### src/rtl/smiley_obstacle_collision.sv
// Smiley/obstacle overlap classifier: a two-stage pipeline feeding a per-frame FSM that emits one debounced collision pulse and an edge code.
// Optional feature: define SMILEY_COLLISION_CORNER_EN so that corner pixels set both their horizontal and vertical edge bits.
module smiley_obstacle_collision #(
  parameter int OBJECT_WIDTH       = 32,
  parameter int OBJECT_HEIGHT      = 32,
  parameter int EDGE_DEPTH         = 4,
  parameter int MIN_OVERLAP_PIXELS = 3
) (
  input  logic        clk,
  input  logic        reset,
  input  logic        startOfFrame,
  input  logic        pause,
  input  logic [10:0] pixelX,
  input  logic [10:0] pixelY,
  input  logic [10:0] topLeftX,
  input  logic [10:0] topLeftY,
  input  logic        smileyDrawingRequest,
  input  logic        obstacleDrawingRequest,
  output logic        collisionSmileyObstacle,
  output logic [3:0]  hitEdgeCode,
  output logic [7:0]  overlapCount
);

  localparam logic signed [11:0] LP_W   = 12'(OBJECT_WIDTH);
  localparam logic signed [11:0] LP_H   = 12'(OBJECT_HEIGHT);
  localparam logic signed [11:0] LP_D   = 12'(EDGE_DEPTH);
  localparam logic signed [11:0] LP_RX  = 12'(OBJECT_WIDTH - EDGE_DEPTH);
  localparam logic signed [11:0] LP_BY  = 12'(OBJECT_HEIGHT - EDGE_DEPTH);
  localparam logic [7:0]         LP_MIN = 8'(MIN_OVERLAP_PIXELS);

  typedef enum logic [1:0] {S_IDLE, S_ACCUM, S_REPORTED} state_t;

  state_t             r_state;
  state_t             w_state_next;
  logic signed [11:0] w_off_x;
  logic signed [11:0] w_off_y;
  logic               w_in_box;
  logic               w_zl, w_zt, w_zr, w_zb;
  logic [3:0]         w_zone;
  logic               w_edge_hit;
  logic               r_edge;
  logic [3:0]         r_zone;
  logic [7:0]         r_count;
  logic [3:0]         r_edge_acc;
  logic               r_trig;
  logic               r_pulse;
  logic [3:0]         r_code;
  logic [7:0]         w_cnt_inc;
  logic               w_reach;
  logic               w_adv;
  logic               w_trig_set;

  // Sign-extend to 12 bits so off-screen positions compare without wrap-around.
  assign w_off_x  = $signed({pixelX[10], pixelX}) - $signed({topLeftX[10], topLeftX});
  assign w_off_y  = $signed({pixelY[10], pixelY}) - $signed({topLeftY[10], topLeftY});
  assign w_in_box = (w_off_x >= 12'sd0) && (w_off_x < LP_W) &&
                    (w_off_y >= 12'sd0) && (w_off_y < LP_H);
  assign w_zl     = (w_off_x < LP_D);
  assign w_zr     = (w_off_x >= LP_RX);
  assign w_zt     = (w_off_y < LP_D);
  assign w_zb     = (w_off_y >= LP_BY);

`ifdef SMILEY_COLLISION_CORNER_EN
  assign w_zone = {w_zl, w_zt, w_zr, w_zb};
`else
  // Vertical zone wins at corners so the controller bounces on Y only.
  assign w_zone = {w_zl & ~(w_zt | w_zb), w_zt, w_zr & ~(w_zt | w_zb), w_zb};
`endif

  assign w_edge_hit = smileyDrawingRequest & obstacleDrawingRequest & w_in_box & (|w_zone);
  assign w_cnt_inc  = (r_count == 8'hFF) ? r_count : r_count + 8'd1;
  assign w_reach    = (w_cnt_inc >= LP_MIN);
  assign w_adv      = r_edge & ~pause & ~startOfFrame;

  always_ff @(posedge clk) begin
    if (reset) r_state <= S_IDLE;
    else       r_state <= w_state_next;
  end

  always_comb begin
    w_state_next = r_state;
    w_trig_set   = 1'b0;
    if (startOfFrame) begin
      w_state_next = S_IDLE;
    end else if (w_adv) begin
      case (r_state)
        S_IDLE, S_ACCUM: begin
          if (w_reach) begin
            w_state_next = S_REPORTED;
            w_trig_set   = 1'b1;
          end else begin
            w_state_next = S_ACCUM;
          end
        end
        S_REPORTED: w_state_next = S_REPORTED;
        default:    w_state_next = S_IDLE;
      endcase
    end
  end

  always_ff @(posedge clk) begin
    if (reset) begin
      r_edge     <= 1'b0;
      r_zone     <= 4'd0;
      r_count    <= 8'd0;
      r_edge_acc <= 4'd0;
      r_trig     <= 1'b0;
      r_pulse    <= 1'b0;
      r_code     <= 4'd0;
    end else begin
      // A paused stage 1 holds its contents so an in-flight hit is not lost.
      if (!pause) begin
        r_edge <= w_edge_hit;
        r_zone <= w_zone;
      end else if (startOfFrame) begin
        r_edge <= 1'b0;
      end
      if (startOfFrame) begin
        r_count    <= 8'd0;
        r_edge_acc <= 4'd0;
        r_trig     <= 1'b0;
        r_pulse    <= 1'b0;
        r_code     <= 4'd0;
      end else begin
        if (w_adv) begin
          r_count    <= w_cnt_inc;
          r_edge_acc <= r_edge_acc | r_zone;
        end
        if (w_trig_set)  r_trig <= 1'b1;
        else if (!pause) r_trig <= 1'b0;
        if (!pause) begin
          r_pulse <= r_trig;
          if (r_trig) r_code <= r_edge_acc;
        end else begin
          r_pulse <= 1'b0;
        end
      end
    end
  end

  assign collisionSmileyObstacle = r_pulse;
  assign hitEdgeCode             = r_code;
  assign overlapCount            = r_count;

endmodule

### config.mk
export PLATFORM = sky130hd
export DESIGN_NAME = smiley_obstacle_collision
export DESIGN_NICKNAME = d
export VERILOG_FILES = /design/src/rtl/smiley_obstacle_collision.sv
export SDC_FILE = /design/constraint.sdc
export NUM_CORES = 1
export LEC_CHECK = 0
export ABC_AREA = 1
export ABC_CLOCK_PERIOD_IN_PS = 2200
export BUFFER_PORTS_ARGS = -buffer_cell sky130_fd_sc_hd__buf_4
export CAP_MARGIN = 10
export CORE_AREA = 2 2 80 82
export CTS_BUF_LIST = sky130_fd_sc_hd__clkbuf_4 sky130_fd_sc_hd__clkbuf_8
export CTS_CLUSTER_DIAMETER = 120
export DETAILED_ROUTE_END_ITERATION = 16
export DIE_AREA = 0 0 82 84
export PLACE_DENSITY = 0.67
export SYNTH_ARGS = -nofsm -noshare
export SYNTH_HDL_FRONTEND = slang
export SYNTH_SLANG_ARGS = --single-unit
### constraint.sdc
create_clock -name clk -period 2.2 [get_ports clk]
set_clock_uncertainty 0.15 [all_clocks]
set_input_delay 0.11 -clock clk [delete_from_list [all_inputs] [get_ports clk]]
set_output_delay 0.11 -clock clk [all_outputs]
set_load 0.03 [all_outputs]
==> impl_metrics.ini, run 1 <==
[synth]
yosysWarnings = 0
yosysTopAreaCell = nand2_1
synth-simple-area-share = 0.396
synth_top_cell_area_share = 0.193
synthXorXnorAreaFrac = 0.0333
synth-compound-area-share = 0.116
synth_top_family_by_area = simple AND/OR/NAND/NOR gates
ys_ff_latch = 25
synth-adder-area-share = 0.125
synth.distinct_cells = 30
ys_seq_area_frac = 0.190
synthCells = 452
synthTopCellsByArea = nand2_1, dfxtp_1, inv_1
synth_area_um2 = 2630
synthMuxAreaShare = 0
synth_fp_nets = 527
synth_area_per_cell_um2 = 5.82

[global_route]
antenna_found_initial = 0
grt_first_pass_wirelength_um = 10100
first_global_vias = 2541
track_usage = 0.173
grt_max_degree = 16
grt.overflow.total = 0

[finish]
layout_common_cells = nand2_1, inv_1, buf_4
multi_input_area_um2 = 1780
seq_area_um2 = 500
post-route-util = 0.547
fillers = 644
fin_nets = 602
final_common_cell = nand2_1
num_antenna_cells = 0
area_growth_pct = 26.7
layout-drive-gt1-share = 0.186

[setup_path]
endpoint_kind = register
crit_slowest_cell = dfxtp_1
cp.required_ns = 2.21
critPathTopFamily = simple AND/OR/NAND/NOR gates
cp_data_arrival_time_ns = 2.02
critical-path-max-stage-delay_ns = 0.35
path_max_fanout = 7
crit_path_start_kind = register
critical_path_class = register to register
crit_path_cell_trace = ha_1 > nand2_1 > nor3_4 > nand3_4 > a21oi_1 > nor2_1 > nor2_1 > nand2_1 > o21ai_1 > a21oi_1
reg2reg_from = overlapCount[0]
rrSetupSlack_ns = 0.19
worst-path-buf-inv = 0
startpoint = overlapCount[0]

[timing]
max_slew_margin = 0.757
maxSlewViolCount = 0
holdWs_ns = 0.185
hold_viol_final = 0
setup_viol = 0
rsz0062_at_grt = false
fin_crit_ns = 2.01
fin_crit_sh = 0.913
clock.fmax_mhz = 498
worst_slew_pin_slew_ns = 0.364

[floorplanning]
row_count = 29
io_pins = 63
die-width_um = 82
core_area_um2 = 6100
start_util = 0.431
die_h_um = 84
die_area_um2 = 6890

[power]
vdd_drop_max_mv = 0.251
power.density_nw_per_um2 = 385
p_leak_nw = 1.91
total_power_w = 0.00128

[placement]
gp_congestion = 0.859
portBuffers = 62
dpl.hpwl_um = 4890

[run_status]
outcome = finished, final reports clean

[detailed_routing]
vias = 2839
route.detailed.drc = 0
drt_pre_antenna_iters = 4
wl_um = 5840
drt-initial-drc-count = 108
routedWlPerCell_um = 9.68
antenna_left = 0
via_per_inst = 4.71

[cts]
cts_tree = done
root_buffer = clkbuf_8
numCtsBuffers = 3
cts_max_level = 1
path_clk_slew_ns = 0.09
cts.sinks = 25
clock_latency_ns = 0.27
ctsLongestPathBuffers = 2
post_cts_buffers = 0

[hold_path]
hold_path_startpoint = smileyDrawingRequest
hold_class = input pin to register

[job]
cap_violations = 0
-- flip-flops by register name (all words and copies together), names as in the netlist --
signal	flops
r_edge	1
r_edge_acc	4
r_trig	1
r_zone	4
collisionSmileyObstacle	1
r_state	2
hitEdgeCode	4
overlapCount	8
-- per-stage QoR --
step	std cells	TNS, ns	instance area [um2]	worst slack, ns
floorplan	452	0	2630	0.101
global placement	596	0	3240	0.0341
detailed placement	596	-0.0344	3240	-0.0344
CTS	603	0	3320	0.162
global route	603	0	3330	0.0175
finish	603	0	3330	0.192
-- timing repair --
item / CTS / global route
endpoints found under the hold margin: 4 / 0
endpoints found under the setup margin: 0 / 3
resized for setup: 0 / 2
hold buffers: 3 / 0
-- worst min-delay path, cell delays in order --
cell	delay (ns)
buf_4	0.11
nand4_1	0.09
nand3b_1	0.11
nor2_1	0.04
nand2_1	0.07
a21oi_2	0.04
-- area by class of cell --
class,count,share of cell area
multi-input cells,329,0.533
repair buffers,73,0.167
inverters,95,0.107
well taps,77,0.0289
clock inverters,1,0.00225
clock buffers,3,0.0124
flip-flops and latches,25,0.150
-- cell usage after synthesis --
| cell | instances |
|---|---|
| o21ai_2 | 1 |
| nor3_2 | 1 |
| clkbuf_1 | 3 |
| o21ai_0 | 19 |
| nand3b_4 | 1 |
| nand3b_1 | 4 |
| inv_2 | 7 |
| nand3_2 | 2 |
| xor2_1 | 6 |
| inv_1 | 86 |
| ha_1 | 23 |
| nand2_1 | 135 |
| or2_2 | 2 |
| dfxtp_1 | 25 |
| nand2_2 | 4 |
| o211ai_1 | 1 |
| xnor2_1 | 4 |
| o21ai_1 | 3 |
| nor2_1 | 48 |
| a21oi_2 | 4 |
| nand4_1 | 11 |
| nand3_1 | 29 |
| nor2_2 | 1 |
| fa_1 | 2 |
| o31ai_1 | 1 |
| o21bai_1 | 4 |
| clkinv_1 | 2 |
| nor2_4 | 1 |
| and2_1 | 1 |
| a21oi_1 | 21 |
-- final timing paths --
kind	end	cells after the start
max	r_trig	10
min	r_edge	6
max reg2reg	r_trig	10
min reg2reg	r_state[0]	2
-- logic make-up after synthesis --
group,after synthesis
and+or+nand+nor,240
buffers and inverters,98
AOI/OAI and AO/OA,54
adders and majority gates,25
DFF,25
xor gates and xnor gates,10
-- routing by layer --
layer | vias to the layer above | track usage | part of all wire
met1 | 1226 | 0.232 | 0.48
li1 | 1549 | - | -
met5 | - | 0 | 0
met3 | 6 | 0.00974 | 0.037
met4 | 0 | 0.0424 | 0.010
met2 | 58 | 0.298 | 0.48
-- report_power, final --
group / leakage [nW] / internal, W / switching [W]
Clock: 0.0217 / 0.000129 / 0.000155
Sequential: 0.202 / 0.000458 / 0.00000257
Combinational: 1.68 / 0.000234 / 0.000305
No activity file was read; power rests on OpenSTA's default activity.
==> run 2: changes to the inputs <==
--- a/config.mk
+++ b/config.mk
@@ -14,7 +14,7 @@
 export CTS_CLUSTER_DIAMETER = 120
 export DETAILED_ROUTE_END_ITERATION = 16
 export DIE_AREA = 0 0 82 84
-export PLACE_DENSITY = 0.67
+export PLACE_DENSITY_LB_ADDON = 0.12
 export SYNTH_ARGS = -nofsm -noshare
 export SYNTH_HDL_FRONTEND = slang
 export SYNTH_SLANG_ARGS = --single-unit
==> constraint.sdc (replaced) <==
create_clock -name clk -period 2.2 [get_ports clk]
set_clock_uncertainty 0.15 [all_clocks]
set_input_delay 0.11 -clock clk [delete_from_list [all_inputs] [get_ports clk]]
set_output_delay 0.11 -clock clk [all_outputs]
set_load 0.1 [all_outputs]
==> impl_metrics.ini, run 2 (synthesized netlist as in run 1, its figures left out) <==
[run_status]
outcome = finished, final reports clean

[power]
p_int_w = 0.000818
power.density_nw_per_um2 = 385
clkPwrFrac = 0.225
p_comb_frac = 0.419
total_power_w = 0.00128
seqPwrFrac = 0.357
sw_frac_of_total = 0.363
power.switching_w = 0.000465
vdd_drop_max_mv = 0.283
p_leak_nw = 1.91

[finish]
num_antenna_cells = 0
fillers = 653
layout_common_cells = nand2_1, inv_1, buf_4
area_growth_pct = 26.6
fin_area_um2 = 3330
fin_nets = 601
multi_input_area_um2 = 1770
final_common_cell = nand2_1
layout-drive-gt1-share = 0.196
largest_reg_flops = 8
seq_area_um2 = 513

[timing]
fin_crit_sh = 0.917
maxSlewViolCount = 0
worst_slew_pin_slew_ns = 0.392
max_slew_margin = 0.738
rsz0062_at_grt = true
hold_viol_final = 0
fin_setup_tns_ns = 0
fin_crit_ns = 2.02
setup_viol = 0
clock.fmax_mhz = 496
holdWs_ns = 0.165

[cts]
root_buffer = clkbuf_8
ctsLongestPathBuffers = 2
cts_tree = done
clock_latency_ns = 0.28
path_clk_slew_ns = 0.09
cts_max_level = 1
numCtsBuffers = 3
cts.sinks = 25

[floorplanning]
core_area_um2 = 6100
row_count = 29
die_h_um = 84
die_area_um2 = 6890
start_util = 0.431
die-width_um = 82
io_pins = 63

[placement]
dpl.hpwl_um = 4920
gp_congestion = 0.836
dpl_cell_area_um2 = 3230
portBuffers = 62

[setup_path]
cp_data_arrival_time_ns = 2.08
crit_path_cell_trace = ha_1 > nand2_1 > nor3_4 > nand3_2 > inv_2 > nor2_1 > nand2_1 > or2_2 > nand4_1 > o21ai_1 > a21oi_1
critical_path_class = register to register
cp.required_ns = 2.26
crit_path_start_kind = register
crit_slowest_cell = dfxtp_4
path_max_fanout = 7
crit_path_frequent_cell = nand2_1
critical-path-max-stage-delay_ns = 0.37
endpoint_kind = register

[detailed_routing]
routedWlPerCell_um = 9.67
route.detailed.drc = 0
antenna_left = 0
drt_pre_antenna_iters = 4
via_per_inst = 4.67
vias = 2813
drt-initial-drc-count = 78
wl_um = 5820

[global_route]
first_global_vias = 2590
grt_max_degree = 16
antenna_found_initial = 0
grt_first_pass_wirelength_um = 10100
grt.overflow.total = 0
track_usage = 0.175

[job]
cap_violations = 0

[hold_path]
hold_class = input pin to register
==> run 2: metal layers <==
| layer | wire [um] | GRT usage |
|---|---|---|
| met5 | 0 | 0 |
| met4 | 73 | 0.0530 |
| met3 | 179 | 0.0108 |
| met2 | 2750 | 0.310 |
| met1 | 2820 | 0.222 |
==> run 2: critical path: cells and delay by family, from the launching register on <==
family / cells / cell delay [ns]
and+or+nand+nor: 7 / 0.97
DFF: 1 / 0.37
adders and majority gates: 1 / 0.21
AOI/OAI and AO/OA: 2 / 0.21
buffers and inverters: 1 / 0.05
==> run 2: final cells by class <==
type                    count  share of cell area
clock buffers               3              0.0124
clock inverters             1             0.00188
well taps                  77              0.0289
repair buffers             72               0.165
inverters                  95               0.107
flip-flops and latches     25               0.154
multi-input cells         329               0.531
==> run 2: worst paths after layout <==
path,from,endpoint,slack [ns],depth (start not counted)
worst max-delay path,overlapCount[0],r_trig,0.18,11
worst min-delay path,smileyDrawingRequest,r_edge,0.17,6
worst max register to register,overlapCount[0],r_trig,0.18,11
worst min register to register,r_edge_acc[3],hitEdgeCode[3],0.32,2
==> run 2: power by group through the flow <==
stage / Clock (W) / Combinational (W) / Sequential (W)
after floorplan: 0 / 0.000373 / 0.000468
after global placement: 0 / 0.000524 / 0.000469
after detailed placement: 0 / 0.000533 / 0.000468
after CTS: 0.000297 / 0.000540 / 0.000458
after global routing: 0.000313 / 0.000621 / 0.000459
final: 0.000288 / 0.000537 / 0.000458
==> run 2: through the flow <==
stage / instances / setup WS [ns] / utilization
after floorplan: 452 / 0.0112 / -
after global placement: 593 / 0.0286 / 0.530
after detailed placement: 593 / -0.0177 / 0.530
after CTS: 600 / 0.171 / 0.543
after global routing: 602 / -0.0106 / 0.546
final: 602 / 0.182 / 0.546
==> run 2: timing repair <==
| item | CTS | global route |
|---|---|---|
| hold buffers | 3 | 0 |
| buffers inserted | 0 | 2 |
| resized for setup | 0 | 1 |
| hold endpoints to repair | 4 | 0 |
| endpoints found under the setup margin | 0 | 2 |
